### src/rtl/pipeline_pkg.sv
// Shared pipeline definitions: data-memory access encodings, the zero register
// and the MEM/WB pipeline register layout used by the writeback stage.
package pipeline_pkg;

    localparam int unsigned XLEN  = 32;
    localparam int unsigned RF_AW = 5;

    // Access size encodings, shared with the data memory and the memory stage.
    typedef enum logic [1:0] {
        DMEM_WORD = 2'b00,
        DMEM_HALF = 2'b01,
        DMEM_BYTE = 2'b10,
        DMEM_RSVD = 2'b11
    } dmem_type_e;

    localparam logic [RF_AW-1:0] REG_ZERO = '0;

    typedef struct packed {
        logic             valid;
        logic [RF_AW-1:0] rd_addr;
        logic             rd_sel;
        logic             rd_we;
        dmem_type_e       dmem_type;
        logic             load_unsigned;
        logic [XLEN-1:0]  alu_result;
        logic [XLEN-1:0]  dmem_data;
    } mem_wb_t;

endpackage

### src/rtl/load_data_extractor.sv
// Combinational load data extraction.
// Ports:
//   word_i          raw aligned word read from data memory
//   dmem_type_i     access size (word / half / byte / reserved = word)
//   load_unsigned_i 1 = zero-extend half/byte results
//   addr_lo_i       low two bits of the byte address (byte lane)
//   data_o          extracted, extended load value
module load_data_extractor
    import pipeline_pkg::*;
(
    input  logic [XLEN-1:0] word_i,
    input  dmem_type_e      dmem_type_i,
    input  logic            load_unsigned_i,
    input  logic [1:0]      addr_lo_i,
    output logic [XLEN-1:0] data_o
);

    logic [7:0]  byte_sel;
    logic [15:0] half_sel;

    always_comb begin
        unique case (addr_lo_i)
            2'd0:    byte_sel = word_i[7:0];
            2'd1:    byte_sel = word_i[15:8];
            2'd2:    byte_sel = word_i[23:16];
            default: byte_sel = word_i[31:24];
        endcase
        // addr_lo_i[0] is deliberately ignored: misaligned halves are not trapped.
        half_sel = addr_lo_i[1] ? word_i[31:16] : word_i[15:0];
    end

    always_comb begin
        data_o = word_i;
        unique case (dmem_type_i)
            DMEM_BYTE: data_o = {{24{byte_sel[7] & ~load_unsigned_i}}, byte_sel};
            DMEM_HALF: data_o = {{16{half_sel[15] & ~load_unsigned_i}}, half_sel};
            default:   data_o = word_i;
        endcase
    end

endmodule

### src/rtl/pipeline_writeback_stage.sv
// MEM/WB pipeline register and writeback stage.
// Registers memory-stage outputs (with stall hold and flush bubble), extracts load
// data, selects ALU vs load result and drives the register-file write port. The
// write data doubles as the forwarding tap. Also counts retired valid instructions.
// Ports:
//   clock, reset_n         clock and asynchronous active-low reset
//   stall, flush           hold the register / replace the captured entry with a bubble
//   valid_in .. dmem_data_in  memory-stage outputs captured each unstalled edge
//   wb_valid               registered slot is a real instruction
//   rf_write_enable/address/data  register-file write port
//   retired_count          wrapping count of captured valid instructions
module pipeline_writeback_stage
    import pipeline_pkg::*;
#(
    parameter int unsigned DATA_WIDTH = XLEN,
    parameter int unsigned REG_AW     = RF_AW,
    parameter int unsigned CNT_WIDTH  = 32
) (
    input  logic                  clock,
    input  logic                  reset_n,
    input  logic                  stall,
    input  logic                  flush,
    input  logic                  valid_in,
    input  logic [REG_AW-1:0]     rd_write_address_in,
    input  logic                  rd_select_in,
    input  logic                  rd_write_enable_in,
    input  logic [1:0]            dmem_type_in,
    input  logic                  load_unsigned_in,
    input  logic [DATA_WIDTH-1:0] alu_result_in,
    input  logic [DATA_WIDTH-1:0] dmem_data_in,
    output logic                  wb_valid,
    output logic                  rf_write_enable,
    output logic [REG_AW-1:0]     rf_write_address,
    output logic [DATA_WIDTH-1:0] rf_write_data,
    output logic [CNT_WIDTH-1:0]  retired_count
);

    mem_wb_t              entry_d, entry_q;
    logic [CNT_WIDTH-1:0] retired_count_d, retired_count_q;
    logic [XLEN-1:0]      load_data;

    always_comb begin
        entry_d         = entry_q;
        retired_count_d = retired_count_q;
        if (flush) begin
            entry_d = '0;
        end else if (!stall) begin
            entry_d.valid         = valid_in;
            entry_d.rd_addr       = rd_write_address_in;
            entry_d.rd_sel        = rd_select_in;
            entry_d.rd_we         = rd_write_enable_in;
            entry_d.dmem_type     = dmem_type_e'(dmem_type_in);
            entry_d.load_unsigned = load_unsigned_in;
            entry_d.alu_result    = alu_result_in;
            entry_d.dmem_data     = dmem_data_in;
            if (valid_in) begin
                retired_count_d = retired_count_q + CNT_WIDTH'(1);
            end
        end
    end

    always_ff @(posedge clock or negedge reset_n) begin
        if (!reset_n) begin
            entry_q         <= '0;
            retired_count_q <= '0;
        end else begin
            entry_q         <= entry_d;
            retired_count_q <= retired_count_d;
        end
    end

    load_data_extractor u_extract (
        .word_i          (entry_q.dmem_data),
        .dmem_type_i     (entry_q.dmem_type),
        .load_unsigned_i (entry_q.load_unsigned),
        .addr_lo_i       (entry_q.alu_result[1:0]),
        .data_o          (load_data)
    );

    // The strobe drops while stalled so a held entry is written only once.
    assign wb_valid         = entry_q.valid;
    assign rf_write_address = entry_q.rd_addr;
    assign rf_write_enable  = entry_q.valid & entry_q.rd_we & ~stall
                            & (entry_q.rd_addr != REG_ZERO);
    assign rf_write_data    = entry_q.rd_sel ? load_data : entry_q.alu_result;
    assign retired_count    = retired_count_q;

endmodule

### config.mk
export PLATFORM = sky130hd
export DESIGN_NAME = pipeline_writeback_stage
export DESIGN_NICKNAME = d
export VERILOG_FILES = /design/src/rtl/pipeline_pkg.sv /design/src/rtl/load_data_extractor.sv /design/src/rtl/pipeline_writeback_stage.sv
export SDC_FILE = /design/constraint.sdc
export NUM_CORES = 1
export LEC_CHECK = 0
export BUFFER_PORTS_ARGS = -buffer_cell sky130_fd_sc_hd__buf_2
export CAP_MARGIN = 25
export CORE_UTILIZATION = 30
export CTS_CLUSTER_SIZE = 20
export DETAILED_ROUTE_END_ITERATION = 7
export GPL_TIMING_DRIVEN = 0
export PLACE_DENSITY = 0.61
export SLEW_MARGIN = 20
export SYNTH_ARGS = -nofsm -noshare
export SYNTH_HDL_FRONTEND = slang
export SYNTH_HIERARCHICAL = 1
export SYNTH_SLANG_ARGS = --single-unit
export TNS_END_PERCENT = 30
### constraint.sdc
create_clock -name clock -period 3.2 [get_ports clock]
set_input_delay 0.64 -clock clock [delete_from_list [all_inputs] [get_ports clock]]
set_output_delay 0.64 -clock clock [all_outputs]
set_load 0.05 [all_outputs]
* Word level (Yosys, flattened, before mapping)
Index checks and enable logic that the tools add are counted.
** Word-level totals
- Bits in registers :: 107
- Word-level logic and storage cells :: 32
** Operators by class
- $add $sub $neg :: 1
- Equality and inequality tests :: 5
- Mux-type cells :: 6
- Bitwise logic cells :: 8
- Reductions and logical operators :: 3
** Operator list (count)
- $mux W75 :: 2
- $pmux W32 S2 :: 1
- $add A32 B1 Y32 const B :: 1
- $mux W32 :: 1
- $pmux W8 S3 :: 1
- $mux W16 :: 1
- $and A1 B1 Y1 :: 5
- $reduce_bool A5 Y1 :: 1
- $eq A2 B1 Y1 const B :: 2
- $eq A2 B2 Y1 const B :: 2
- $not A1 Y1 :: 3
- $reduce_and A3 Y1 :: 1
- $logic_not A2 Y1 :: 1
- $ne A2 B1 Y1 const B :: 1

* Depth between registers and ports, before layout
- Word-level depth :: 5
- Mapped depth :: 9
- Gate-level depth less buffers :: 7

* Cells and area by module
The synthesis kept the hierarchy.
** Modules (own cells, without submodules)
- pipeline_writeback_stage :: instances 1, cells an instance 418, area each 4946.0 um^2, sequential area each 2677.6 um^2
- load_data_extractor :: instances 1, cells an instance 113, area each 711.9 um^2, sequential area each 0.0 um^2

* Worst setup path after synthesis
No wires, ideal clock.
- Path kind :: input -> output
- Start :: input stall
- End :: output rf_write_enable
- Arrival time :: 2257 ps
- Slack :: 303 ps
- Cell stages on the path :: 4
- Buffers on the path :: 3
- Cell sequence :: buf_6 -> buf_2 -> buf_2 -> nor3_1
** On the way
- Longest elaborated chain between the ends :: 3
** RTL lines
- start, declared :: line pipeline_writeback_stage.sv:21 : input logic stall,
- $not A1 Y1 (no source line)
- $and A1 B1 Y1 :: line pipeline_writeback_stage.sv:83 : assign rf_write_enable = entry_q.valid & entry_q.rd_we & ~stall
- $and A1 B1 Y1 :: line pipeline_writeback_stage.sv:84 : & (entry_q.rd_addr != REG_ZERO);
- end, declared :: line pipeline_writeback_stage.sv:32 : output logic rf_write_enable,
No other way between the ends.

* Final worst setup path
- Start :: register entry_q[65] (netlist bit)
- End :: output rf_write_data[25]
** On the way
- Longest elaborated chain between the ends :: 3
- Elaborated cells on any way between the ends :: 4
- Classes of those cells :: eq/ne: 2; mux: 2
** RTL lines
- start, declared :: line pipeline_writeback_stage.sv:38 : mem_wb_t entry_d, entry_q;
- start signal, assigned :: line pipeline_writeback_stage.sv:67 : entry_q <= entry_d;
- $eq A2 B1 Y1 / $eq A2 B2 Y1 (equally long branches) :: line load_data_extractor.sv:34 : unique case (dmem_type_i)
- $pmux W32 S2 (*) :: line load_data_extractor.sv:34
- named net load_data[25] :: line pipeline_writeback_stage.sv:40 : logic [XLEN-1:0] load_data;
- $mux W32 (*) :: line pipeline_writeback_stage.sv:85 : assign rf_write_data = entry_q.rd_sel ? load_data : entry_q.alu_result;
- end, declared :: line pipeline_writeback_stage.sv:34 : output logic [DATA_WIDTH-1:0] rf_write_data,
The timed path passes the listed nets; every way through them passes the cells marked *.

==> impl_results.rst <==
.. list-table::
   :header-rows: 1

   * - Metric
     - Value
   * - Post-Synthesis Net Count
     - a little over 600
   * - Normalized max-slew margin
     - 0.595
   * - Number of placed cells counting well taps
     - 909
   * - Number of violations reported at the end of detailed-routing iteration 0
     - ~200
   * - Flop pwr share
     - 0.428
   * - Global routing usage on met3
     - 0.0557
   * - Class of the most critical setup path
     - flop to primary output
   * - Die W
     - 139 um
   * - Number of detailed-routing iterations run before antenna repair
     - 4
   * - Antenna violations before repair
     - 5
   * - Sequential-to-total area share from yosys stat
     - 0.473
   * - GRT overflow
     - 0
   * - Share of flip-flops with an asynchronous set or reset
     - 1.00
   * - Cell Int Power
     - 2430 uW
   * - Final count of pins violating max slew
     - 0
   * - Met2 routing resource usage after global routing
     - 0.273
   * - Detail Route Antenna Nets
     - 0
   * - Count of unique library cells instantiated by Yosys
     - 42
   * - Power per unit of standard cell area
     - 503 nW/um2
   * - Total Routed Length
     - 16100 um
   * - Most frequent standard cell in the layout excluding fill and tap cells
     - buf_2
   * - Top flip-flop cell by instance count after synthesis
     - dfrtp_1
   * - Insertion delay of the later-clocked pin in the worst-skew pair
     - 0.35 ns
   * - Num ports
     - 150
   * - Routability congestion estimate from global placement
     - 0.841
   * - Gate power share
     - 0.226
   * - # DRC
     - 0
   * - Dominant cell type by area after synthesis
     - dfrtp_1
   * - Clock buffer count from CTS
     - 9
   * - Buffer levels on the longest clock path
     - 2
   * - Max FO, Critical Path
     - 10
   * - Static power due to leakage
     - 0.00366 uW
   * - IR Drop Worst-Case VDD
     - 0.410 mV
   * - TritonCTS clock tree
     - built
   * - Reg2reg end
     - retired_count[26]
   * - Final setup viols
     - 0
   * - Worst flop-to-flop path startpoint
     - retired_count[7]
   * - Minimum clock period
     - between 3 and 4 ns
   * - Share of Yosys cell area claimed by the top area cell type
     - 0.473
   * - Synthesized netlist cell count
     - 531
   * - Fmax achieved
     - 322 MHz
   * - Cell types with the largest area share after synthesis
     - dfrtp_1, mux2i_1, mux2_2
   * - Flip-flop and latch count after synthesis
     - 107
   * - Standard-cell rows
     - 49
   * - Placed cell areas
     - around 6700 um2
   * - Pre-CTS worst setup slack
     - 0.386 ns
   * - Switching share of total power
     - 0.317
   * - Y dimension of the die
     - 139 um
   * - R2R Setup Slk
     - roughly 1.5 ns
   * - Number of sinks driven by the clock tree
     - roughly 110
   * - Layout Skew
     - 0.00529 ns
   * - Tot GR Track Use
     - 0.174
   * - Synthesized area
     - 5660 um2
   * - Final hold violations
     - 0
   * - Required time worst endpoint
     - between 2 and 3 ns
   * - Ratio of final minimum period to clock period
     - 0.970
   * - Setup repair after global routing missed its margin
     - no
   * - Critical path endpoint category
     - primary output
   * - Quantity of hold-fixing buffers added after cts
     - 0
   * - Average cell area after synthesis
     - 10.7 um2
   * - Number of flops mapped to enable cells by yosys
     - 0
   * - Area Growth Syn to Fin
     - 25.1%
   * - Fraction of power consumed by the clock network
     - 0.346
   * - Hold crit path type
     - input pin to async pin
   * - Global-route wire length before repair
     - roughly 25000 um
   * - Ratio of routed vias to standard cells
     - ~4.8
   * - Vias in the first global route
     - 4407
   * - H-tree levels
     - 3
   * - Final Net Count
     - 773
   * - Clock input transition at the sequential cells of the worst setup and hold paths
     - 0.07 ns
   * - Number of buffer cells added on primary ports
     - roughly 150
   * - Number of synthesis warnings
     - 6
   * - Critical Path Start Type
     - flop
   * - Number of standard cells in the final layout excluding fillers
     - 927
   * - Via count
     - 4410
   * - Net Switching
     - 1130 uW
   * - Slew at the pin closest to its max-slew limit
     - 0.607 ns
   * - Die area
     - between 15000 and 20000 um2
   * - Pin count of the biggest net entering global routing
     - 58
   * - Worst-case setup margin in the final layout
     - 0.0959 ns
   * - Arrival @ worst endpoint
     - 2.46 ns
   * - Clk root buf
     - clkbuf_16
   * - Most frequent cells in the layout
     - buf_2, dfrtp_1, nor2_1
   * - Outcome
     - complete, no violations
   * - Most heavily used metal layer in global routing
     - met2
   * - Final instance area
     - 7080 um2
   * - Sum of negative setup slack
     - 0 ns
   * - Core region area
     - 18200 um2
   * - Routed len/inst
     - 17.4 um
   * - Met1 usage
     - 0.230
   * - Max-Cap Viols
     - 0
   * - Sum of net half-perimeters after detailed placement
     - 12200 um
   * - Share of cells above drive strength 1
     - 0.351
   * - R2R cell count
     - 4
   * - Initial standard-cell utilization of the core
     - 0.311
-- per-layer routing --
layer / share of wire / up-vias
li1: - / 2154
met3: 0.075 / 16
met5: 0.0022 / -
met4: 0.010 / 6
met1: 0.46 / 2091
met2: 0.46 / 143
-- worst max-delay path by stage --
stage,depth (start not counted),start,endpoint
after detailed placement,8,entry_q[65],rf_write_data[18]
after CTS,8,entry_q[65],rf_write_data[18]
after floorplan,4,stall,rf_write_enable
after global placement,1,reset_n,retired_count[9]
after global routing,8,entry_q[65],rf_write_data[25]
final,8,entry_q[65],rf_write_data[25]
-- synthesized netlist by cell type, types with 2 or more instances --
| cell | count |
|---|---|
| clkbuf_1 | 17 |
| a21oi_1 | 29 |
| and4_1 | 6 |
| and2_1 | 2 |
| ha_1 | 3 |
| nor2_1 | 80 |
| mux2_2 | 40 |
| nand4_2 | 2 |
| nor3_2 | 2 |
| buf_4 | 5 |
| nor4_1 | 5 |
| o2bb2ai_1 | 7 |
| mux2i_1 | 77 |
| nand2_1 | 26 |
| xnor2_1 | 11 |
| buf_6 | 4 |
| a22oi_1 | 7 |
| buf_1 | 2 |
| nand4_1 | 3 |
| inv_1 | 10 |
| nor3_1 | 17 |
| buf_2 | 11 |
| dfrtp_1 | 107 |
| nor2b_1 | 13 |
| nand2b_1 | 2 |
| nand3_1 | 8 |
| xor2_1 | 20 |
-- through the flow --
stage	util	hold WS, ns	power, uW
2_1_floorplan	-	0.344	2090
3_3_place_gp	0.367	0.456	2340
3_5_place_dp	0.369	0.452	2350
4_1_cts	0.387	0.278	3600
5_1_grt	0.388	0.302	3710
6_report	0.389	0.263	3560
-- power by group through the flow --
stage	logic (uW)	registers [uW]	clock network, uW
finish	803	1530	1230
global route	865	1540	1310
CTS	804	1520	1270
detailed placement	801	1550	0
global placement	792	1550	0
floorplan	465	1620	0
-- what timing repair did --
item                                    CTS  global route
endpoints found under the setup margin    2            15
resized for setup                         0            10
setup buffers                             0             0
pin swaps                                 0             0
-- logic make-up (layout without fill, tap and decap cells) --
group | count (synthesis) | in the layout | synth area share
flip-flops | 107 | 107 | 0.473
multiplexers | 118 | 118 | 0.218
AO/OA/AOI/OAI | 49 | 49 | 0.0544
other | 0 | 2 | 0
XOR/XNOR | 31 | 31 | 0.0480
AND/OR/NAND/NOR | 174 | 174 | 0.156
adder cells (fa/ha/maj) | 3 | 3 | 0.00663
buffers and inverters | 49 | 214 | 0.0436
-- critical path, cell delays in order, from the launching register on --
cell and delay [ns]:
dfrtp_1 0.38, inv_1 0.06, ha_1 0.28, buf_2 0.18, or2_2 0.32, clkbuf_2 0.22, a21oi_1 0.23, mux2_2 0.18
buf_2 0.27
-- state kept, by name (all words and copies together), names as in the netlist --
| signal | count |
|---|---|
| rf_write_address | 5 |
| wb_valid | 1 |
| retired_count | 32 |
| entry_q | 69 |
-- layout make-up --
cell class	count	area, um2
fillers	1844	11100
clock inverters	4	72.6
flip-flops and latches	107	2680
diodes	2	5.00
plain buffers	39	211
well taps	229	287
clock buffers	12	256
inverters	10	37.5
repair buffers	149	777
multi-input cells	375	2750
Note: power is estimated with default switching activity, not from simulation.
